==> config.mk <==
export PLATFORM = sky130hd
export DESIGN_NAME = fetch_queue
export DESIGN_NICKNAME = d
export VERILOG_FILES = /design/src/rtl/fetch_queue.sv
export SDC_FILE = /design/constraint.sdc
export NUM_CORES = 1
export LEC_CHECK = 0
export BUFFER_PORTS_ARGS = -buffer_cell sky130_fd_sc_hd__buf_4
export CAP_MARGIN = 15
export CORE_MARGIN = 4
export CORE_UTILIZATION = 54
export DETAILED_ROUTE_END_ITERATION = 6
export GPL_TIMING_DRIVEN = 0
export PLACE_DENSITY = 0.81
export SYNTH_ARGS = -nofsm -noshare
export SYNTH_HDL_FRONTEND = slang
export SYNTH_SLANG_ARGS = --single-unit
==> constraint.sdc <==
create_clock -name clk -period 3.71 [get_ports clk]
set_clock_uncertainty 0.2 [all_clocks]
set_input_delay 0.5565 -clock clk [delete_from_list [all_inputs] [get_ports clk]]
set_output_delay 0.5565 -clock clk [all_outputs]
set_load 0.01 [all_outputs]
==> src/rtl/fetch_queue.sv <==
// fetch_queue: issues one fetch at a time and buffers up to two {pc, instr} pairs for decode
module fetch_queue #(
  parameter logic [31:0] RESET_PC = 32'h0000_0000
) (
  input  logic        clk,
  input  logic        reset,
  output logic        o_enable,
  output logic [31:0] o_pc,
  output logic        o_we,
  output logic [31:0] o_value,
  input  logic [31:0] i_instruction,
  input  logic        i_completed,
  output logic        o_valid,
  output logic [31:0] o_instr,
  output logic [31:0] o_instr_pc,
  input  logic        i_ready,
  input  logic        i_redirect,
  input  logic [31:0] i_redirect_pc
);
  typedef enum logic [1:0] {IDLE, ISSUE, WAIT, DROP} state_t;
  state_t      state, state_n;
  logic [31:0] pc;
  logic [1:0]  count, count_ap;
  logic [63:0] ent [2];
  logic        armed, pop, push;
  assign pop      = o_valid & i_ready & ~i_redirect;
  assign push     = (state == WAIT) & i_completed & ~i_redirect;
  assign count_ap = count - {1'b0, pop};
  // state register; armed delays the first issue until the second edge after reset release
  always_ff @(posedge clk or negedge reset)
    if (!reset) begin
      state <= IDLE;
      armed <= 1'b0;
    end else begin
      state <= state_n;
      armed <= 1'b1;
    end
  // next state: one fetch in flight at most; a redirected fetch is drained in DROP
  always_comb begin
    state_n = state;
    case (state)
      IDLE:    state_n = (armed && !i_redirect && count_ap < 2'd2) ? ISSUE : IDLE;
      ISSUE:   state_n = i_redirect ? DROP : WAIT;
      WAIT:    state_n = i_completed ? IDLE : (i_redirect ? DROP : WAIT);
      default: state_n = i_completed ? IDLE : DROP;
    endcase
  end
  // outputs: fetch request only in ISSUE, write port unused, head of queue to decode
  always_comb begin
    o_enable   = (state == ISSUE);
    o_pc       = pc;
    o_we       = 1'b0;
    o_value    = 32'h0;
    o_valid    = (count != 2'd0);
    o_instr    = ent[0][31:0];
    o_instr_pc = ent[0][63:32];
  end
  // pc and queue: redirect flushes and wins over any same-cycle pop or push
  always_ff @(posedge clk or negedge reset)
    if (!reset) begin
      pc     <= RESET_PC;
      count  <= 2'd0;
      ent[0] <= 64'h0;
      ent[1] <= 64'h0;
    end else begin
      pc    <= i_redirect ? (i_redirect_pc & 32'hFFFF_FFFC) : (push ? pc + 32'd4 : pc);
      count <= i_redirect ? 2'd0 : count_ap + {1'b0, push};
      if (pop) ent[0] <= ent[1];
      if (push) ent[count_ap[0]] <= {pc, i_instruction};
    end
endmodule

==> out/results.txt, run 1 <==
root buffer cell -> clkbuf_16
Clock Tree Buf Depth -> 2
CP endpoint kind -> register
most frequent cells in the layout -> buf_4 (260), dfrtp_1 (161), nand2_1 (89), o21ai_0 (79), mux2i_1 (63)
Final Hold Fails -> 0
PnR worst setup slack -> 0.1418 ns
Post-Syn Instances -> 750
#FFs+latches synth -> 161
wire per inst -> 16.59 um
critical path depth in cells -> 10
Routed WL -> 19290 um
via count -> 6144
clock-pin slew on the worst setup and hold paths -> 0.06 ns
post-route ant nets -> 0
Pwr Density -> 652.6 mW/mm^2
Critical Path AT -> 3.68 ns
Slew Viols, Final -> 0
Initial Util -> 55.11%
global-route wire length before repair -> 30690 um
Cell Area, Synth -> 0.008009 sq mm
first-pass iteration count of the detailed router -> 5
worst slack, placed -> -1.210 ns
Worst-Margin Slew -> 0.7870 ns
Total Nets Final -> 1039
Buf/Inv on CP -> 6
GP Congestion -> 0.8468
DR top layer -> met4
share of post-route cells with drive strength above 1 -> 38.00%
register area share after synthesis -> 50.30%
synth warn -> 0
Syn Area/Cell -> 10.68 sq um
min Tclk post-route -> 3.568 ns
met3 wire len -> 1228 um
most common cell after layout, fill and taps aside -> buf_4
slowest library cell on the worst path -> buf_2
Area growth syn-to-layout -> 27.70%
Die X -> 129.8 um
vias in the first global route -> 6015
synth top area cells -> dfrtp_1 (50%), buf_4 (9.3%), mux2_2 (8.7%)
Largest delay share family, worst path -> buffers and inverters
post-layout utilization of the core -> 70.37%
IR drop worst, VDD -> 0.0003598 V
worst-path cell chain -> buf_4, clkbuf_1, nor3b_1, buf_2, ha_1, inv_1, ha_1, clkbuf_1, buf_1, mux2_2
Final Instance Area -> 0.01023 sq mm
Reg2Reg Depth -> 9
final setup violation count -> 0
drt via density -> 5.283
worst endpoint required time -> 3.82 ns
Tcrit/Tclk final -> 96.18%
row cnt -> 44
H-tree depth -> 4
status -> completed
Max-slew headroom -> 47.54%
DRT iter0 DRCs -> 421
I/O pin total -> 200
wl on met1 -> 8109 um
max_cap viols -> 0
TritonCTS clock tree -> done
largest net degree at the start of global routing -> 92
die area -> 0.01684 sq mm
placed cell area -> 0.009618 sq mm
Pleak -> 4.803 nW
CTS Buf Count -> 17
fill count -> 1087
critical path fanouts, max -> 19
total gr overflow -> 0
Crit Path Category -> in -> reg
Die Height -> 129.8 um
Post-DP HPWL -> 13760 um
Remaining DRCs -> 0
WHS Path Cells -> 3
fmax -> 0.2803 GHz
IO buf count -> 162
Post-synth EDFFs -> 0
clk_lat worst skew -> 0.43 ns
clock sink count -> 161
setup bufs post-CTS -> 0
post-synth cell types -> 47
Async SR Flop Fraction -> 100.0%
Startpoint Class -> input port
Tot GR Track Use -> 23.43%
RSZ-0062 raised after global routing -> yes
Yosys top cell area share -> 50.30%
ant diodes -> 0
Max stage delay on crit path -> 0.51 ns
class of the worst hold path -> in -> reg
antenna violations before repair -> 0
core area -> 0.01453 sq mm
ys flop type -> dfrtp_1
most area-hungry cell type in the Yosys netlist -> dfrtp_1
met2 wire len -> 9545 um
tightest hold or removal path: cells and delay by family:
family	cells	cell delay (ns)
AOI/OAI and AO/OA	1	0.06
and+or+nand+nor	1	0.04
buffers and inverters	1	0.07
logic make-up after synthesis:
logic type | synth area share, %
AO/OA/AOI/OAI | 7.983
XOR/XNOR | 1.312
adder cells (fa/ha/maj) | 0.6249
buffers and inverters | 11.95
flip-flops | 50.30
multiplexers | 16.59
other | 0.09377
AND/OR/NAND/NOR | 11.14
report_power, final:
part | switching [mW] | internal (mW)
logic | 0.904 | 1.28
registers | 0.389 | 2.35
clock network | 0.683 | 1.07
total | 1.98 | 4.70
registers in the layout, indices dropped and copies added, names as in the netlist:
name	cells
ent	62
o_instr	32
o_instr_pc	32
o_pc	30
count	2
state	2
armed	1
what timing repair did:
| item | CTS | global route |
|---|---|---|
| hold endpoints to repair | 70 | 0 |
| endpoints found under the setup margin | 124 | 67 |
| resized for setup | 2 | 9 |
| gates cloned | 0 | 0 |
| hold buffers | 1 | 0 |
synthesized netlist by cell type, types with 2 or more instances:
library cell	n
inv_1	9
dfrtp_1	161
or4_1	11
nor3_1	5
and2_1	2
xnor2_1	9
xor2_1	3
or3_1	4
nand3_1	11
mux2_2	62
a31oi_1	15
nand2b_1	2
and4_1	3
nor3b_1	3
buf_4	99
o31a_1	2
a221o_1	2
ha_1	4
clkbuf_1	32
buf_1	4
nand4_1	9
buf_2	5
nor4_1	7
nor2_1	25
o21ai_0	79
o31ai_1	10
nand2_1	89
mux2i_1	63
conb_1	2
final timing paths:
path | start | slack [ns] | endpoint
min in group asynchronous | reset | 0.46 | o_instr[19]
setup / recovery | i_redirect | 0.14 | ent[14]
max in group asynchronous | reset | 2.01 | ent[46]
setup reg to reg | count[1] | 0.29 | ent[14]
hold / removal | i_redirect_pc[7] | 0.13 | o_pc[7]
hold reg to reg | ent[24] | 0.31 | ent[24]
per-stage QoR:
step	cells	hold WS, ns	power, mW	TNS [ns]
after floorplan	784	0.06091	4.029	0
after global routing	1163	0.1285	7.069	-1.064
after global placement	1130	0.2877	4.863	-90.94
after detailed placement	1131	0.2962	4.958	-99.98
after CTS	1163	0.1222	6.727	0
final	1163	0.1284	6.675	0
per-layer routing:
layer  vias to the layer above  track usage [%]
met3                        36            4.666
met2                       209            38.37
met4                         0            8.741
met1                      2977            31.14
li1                       2922                -
met5                         -                0
final cells by class:
type	count	area (sq um)	share of cell area [%]
sequential	161	4029	39.39
multi-input combinational	471	3162	30.92
timing repair buffer	164	1261	12.33
buffer	141	920.9	9.004
clock buffer	20	446.7	4.368
tap	184	230.2	2.251
clock inverter	12	140.1	1.370
inverter	10	37.54	0.3670
No activity file was read; power rests on OpenSTA's default activity.
==> inputs of run 2 (changes only) <==
ABC_AREA = 1   (was default)
CORE_UTILIZATION = 55   (was 54)
==> run 2 against run 1 <==
  * Hold slack gained 0.013 ns
  * Clock-buffer cell count unchanged
  * Fmax grew 5.0%
==> out/results.txt, run 2 <==
Async SR Flop Fraction -> 100.0% (unchanged)
die area -> 0.01768 sq mm (+5.0%)
Fin Hold WS -> 0.1418 ns (+0.01343 ns)
met3 Use GR -> 5.019% (+0.35 points)
Tot GR Track Use -> 25.02% (+1.6 points)
max_cap viols -> 0 (unchanged)
Post-Syn Instances -> 1084 (+45%)
PnR worst setup slack -> 0.3110 ns (+0.1692 ns)
fill count -> 1263 (+16%)
most area-hungry cell type in the Yosys netlist -> dfrtp_1
most common cell after layout, fill and taps aside -> buf_4
share of post-route cells with drive strength above 1 -> 25.08% (-13 points)
clock-pin slew on the worst setup and hold paths -> 0.06 ns (about the same)
Yosys top cell area share -> 46.90% (-3.4 points)
class of the worst hold path -> in -> reg
post-layout utilization of the core -> 70.60% (+0.23 points)
Critical Path AT -> 3.54 ns (-0.14 ns)
Routed WL -> 21770 um (+13%)
I/O pin total -> 200 (unchanged)
clk_lat worst skew -> 0.42 ns (about the same)
min Tclk post-route -> 3.399 ns (-0.1692 ns)
Multi-input gate area -> 0.003070 sq mm (-2.9%)
RSZ-0062 raised after global routing -> no
ys flop type -> dfrtp_1
Final Hold Fails -> 0 (unchanged)
met1 usage -> 33.80% (+2.7 points)
worst slack, placed -> 0.1326 ns (+1.342 ns)
most frequent cell after synthesis -> nand2_1
Clock Tree Buf Depth -> 2 (unchanged)
Remaining DRCs -> 0 (unchanged)
GP Congestion -> 0.8788 (+3.8%)
Cell Area, Synth -> 0.008589 sq mm (+7.2%)
Die Height -> 133.0 um (+2.5%)
H-tree depth -> 4 (unchanged)
CTS Buf Count -> 17 (unchanged)
#FFs+latches synth -> 161 (unchanged)
clock sink count -> 161 (unchanged)
first-pass iteration count of the detailed router -> 5 (unchanged)
number of hold buffers added after cts -> 1 (unchanged)
cts repair resizes -> 0 (-2)
Die X -> 133.0 um (+2.5%)
Crit Path Category -> reg -> reg
fmax -> 0.2942 GHz (+5.0%)
root buffer cell -> clkbuf_16
largest net degree at the start of global routing -> 108 (+17%)
TritonCTS clock tree -> done
status -> completed
Total Nets Final -> 1373 (+32%)
Post-synth top cells -> nand2_1 (253), inv_1 (164), dfrtp_1 (161)
Startpoint Class -> register
met2 Use GR -> 41.14% (+2.8 points)
Initial Util -> 56.29% (+1.2 points)
Pwr Density -> 726.9 mW/mm^2 (+11%)
via count -> 7568 (+23%)
synth top area cells -> dfrtp_1 (47%), nand2_1 (11%), buf_4 (8.7%)
Post-synth EDFFs -> 0 (unchanged)
vias in the first global route -> 7327 (+22%)
DRT iter0 DRCs -> 585 (+39%)
Max stage delay on crit path -> 0.48 ns (-0.03 ns)
post-route ant nets -> 0 (unchanged)
Tot Pwr -> 7.831 mW (+17%)
slowest library cell on the worst path -> clkbuf_1
Pleak -> 5.600 nW (+17%)
wire per inst -> 14.29 um (-14%)
post-synth cell types -> 33 (-30%)
setup bufs post-CTS -> 0 (unchanged)
Max-slew headroom -> 58.70% (+11 points)
final setup violation count -> 0 (unchanged)
Worst-Margin Slew -> 0.6195 ns (-0.1674 ns)
row cnt -> 45 (+2.3%)
Tcrit/Tclk final -> 91.62% (-4.6 points)
drt via density -> 4.969 (-5.9%)
Syn Area/Cell -> 7.924 sq um (-26%)
Slew Viols, Final -> 0 (unchanged)
IR drop worst, VDD -> 0.0003551 V (-1.3%)
Largest Register -> ent
Post-DP HPWL -> 15830 um (+15%)
ant diodes -> 0 (unchanged)
total gr overflow -> 0 (unchanged)
global-route wire length before repair -> 35770 um (+17%)
core area -> 0.01526 sq mm (+5.0%)
register area share after synthesis -> 46.90% (-3.4 points)
Reg area -> 0.004029 sq mm (unchanged)
number of flip-flops in the largest register -> 62 (unchanged)
Area growth syn-to-layout -> 25.42%
IO buf count -> 161 (-0.62%)
total negative slack -> 0 ns (unchanged)
most frequent cells in the layout -> buf_4 (260), nand2_1 (253), inv_1 (164), dfrtp_1 (161), o21ai_0 (93)
CP endpoint kind -> register
antenna violations before repair -> 0 (unchanged)
synth warn -> 0 (unchanged)
worst endpoint required time -> 3.85 ns (+0.03 ns)
busiest grt layer -> met2
worst-path cell chain -> or2_2, nand3_4, buf_4, inv_1, ha_1, inv_1, ha_1, clkbuf_1, clkbuf_1, nand2_1, o21ai_0
critical path fanouts, max -> 10 (-9)
-- run 2: cell count changes after synthesis, sizes merged, moves of 11 or more --
cell and change:
a31oi -13, buf +15, mux2 -62, nor2 +45, nand2 +165, mux2i -63, o21ai +57, o211ai +68
nand3 +36, inv +159, clkbuf -11, or4 -13
-- run 2: path summary, 6_finish.rpt --
| path | depth (start not counted) | end | startpoint | slack [ns] |
|---|---|---|---|---|
| max | 11 | ent[55] | count[1] | 0.31 |
| min | 3 | ent[9] | i_instruction[9] | 0.14 |
| max reg2reg | 11 | ent[55] | count[1] | 0.31 |
| min reg2reg | 2 | o_instr_pc[1] | o_instr_pc[1] | 0.31 |
| max in group asynchronous | 3 | o_instr[17] | reset | 2.04 |
| min in group asynchronous | 2 | o_pc[30] | reset | 0.42 |
-- run 2: cells by family (layout without fill, tap and decap cells) --
| kind of cell | after synthesis | in the layout | share of synthesized area [%] |
|---|---|---|---|
| flip-flops | 161 | 161 | 46.90 |
| adder cells (fa/ha/maj) | 4 | 4 | 0.5827 |
| other | 2 | 36 | 0.08743 |
| XOR/XNOR | 3 | 3 | 0.3060 |
| buffers and inverters | 314 | 508 | 18.83 |
| AND/OR/NAND/NOR | 379 | 379 | 18.19 |
| AO/OA/AOI/OAI | 221 | 221 | 15.09 |
-- run 2: cell type report --
| cell class | instances | share of cell area (%) |
|---|---|---|
| Buffer | 146 | 9.141 |
| Sequential cell | 161 | 37.40 |
| Timing Repair Buffer | 163 | 11.64 |
| Inverter | 168 | 5.877 |
| Clock inverter | 11 | 0.8479 |
| Multi-Input combinational cell | 643 | 28.50 |
| Tap cell | 211 | 2.451 |
| Clock buffer | 20 | 4.146 |
-- run 2: per-stage QoR --
stage | instances | instance area [sq um]
6_report | 1523 | 10770
2_1_floorplan | 1118 | 8717
3_5_place_dp | 1491 | 10220
5_1_grt | 1523 | 10770
3_3_place_gp | 1490 | 10190
4_1_cts | 1523 | 10770
-- run 2: where the power goes --
part / leakage (nW) / switching [mW] / total [mW] / internal [mW]
combinational: 3.51 / 1.59 / 3.24 / 1.64
clock: 0.261 / 0.686 / 1.61 / 0.929
sequential: 1.83 / 0.459 / 2.98 / 2.52
total: 5.60 / 2.74 / 7.83 / 5.09
-- run 2: layer usage --
layer | wire (um) | part of all wire (%)
met5 | 0 | 0
met4 | 357 | 1.6
met3 | 1662 | 7.6
met2 | 10530 | 48
met1 | 9213 | 42
-- run 2: worst max-delay path: cells and delay by family (launching register included) --
kind | cells | cell delay, ns
AND/OR/NAND/NOR | 3 | 0.60
buffers and inverters | 5 | 1.34
AO/OA/AOI/OAI | 1 | 0.09
flip-flops | 1 | 0.39
adder cells (fa/ha/maj) | 2 | 0.70
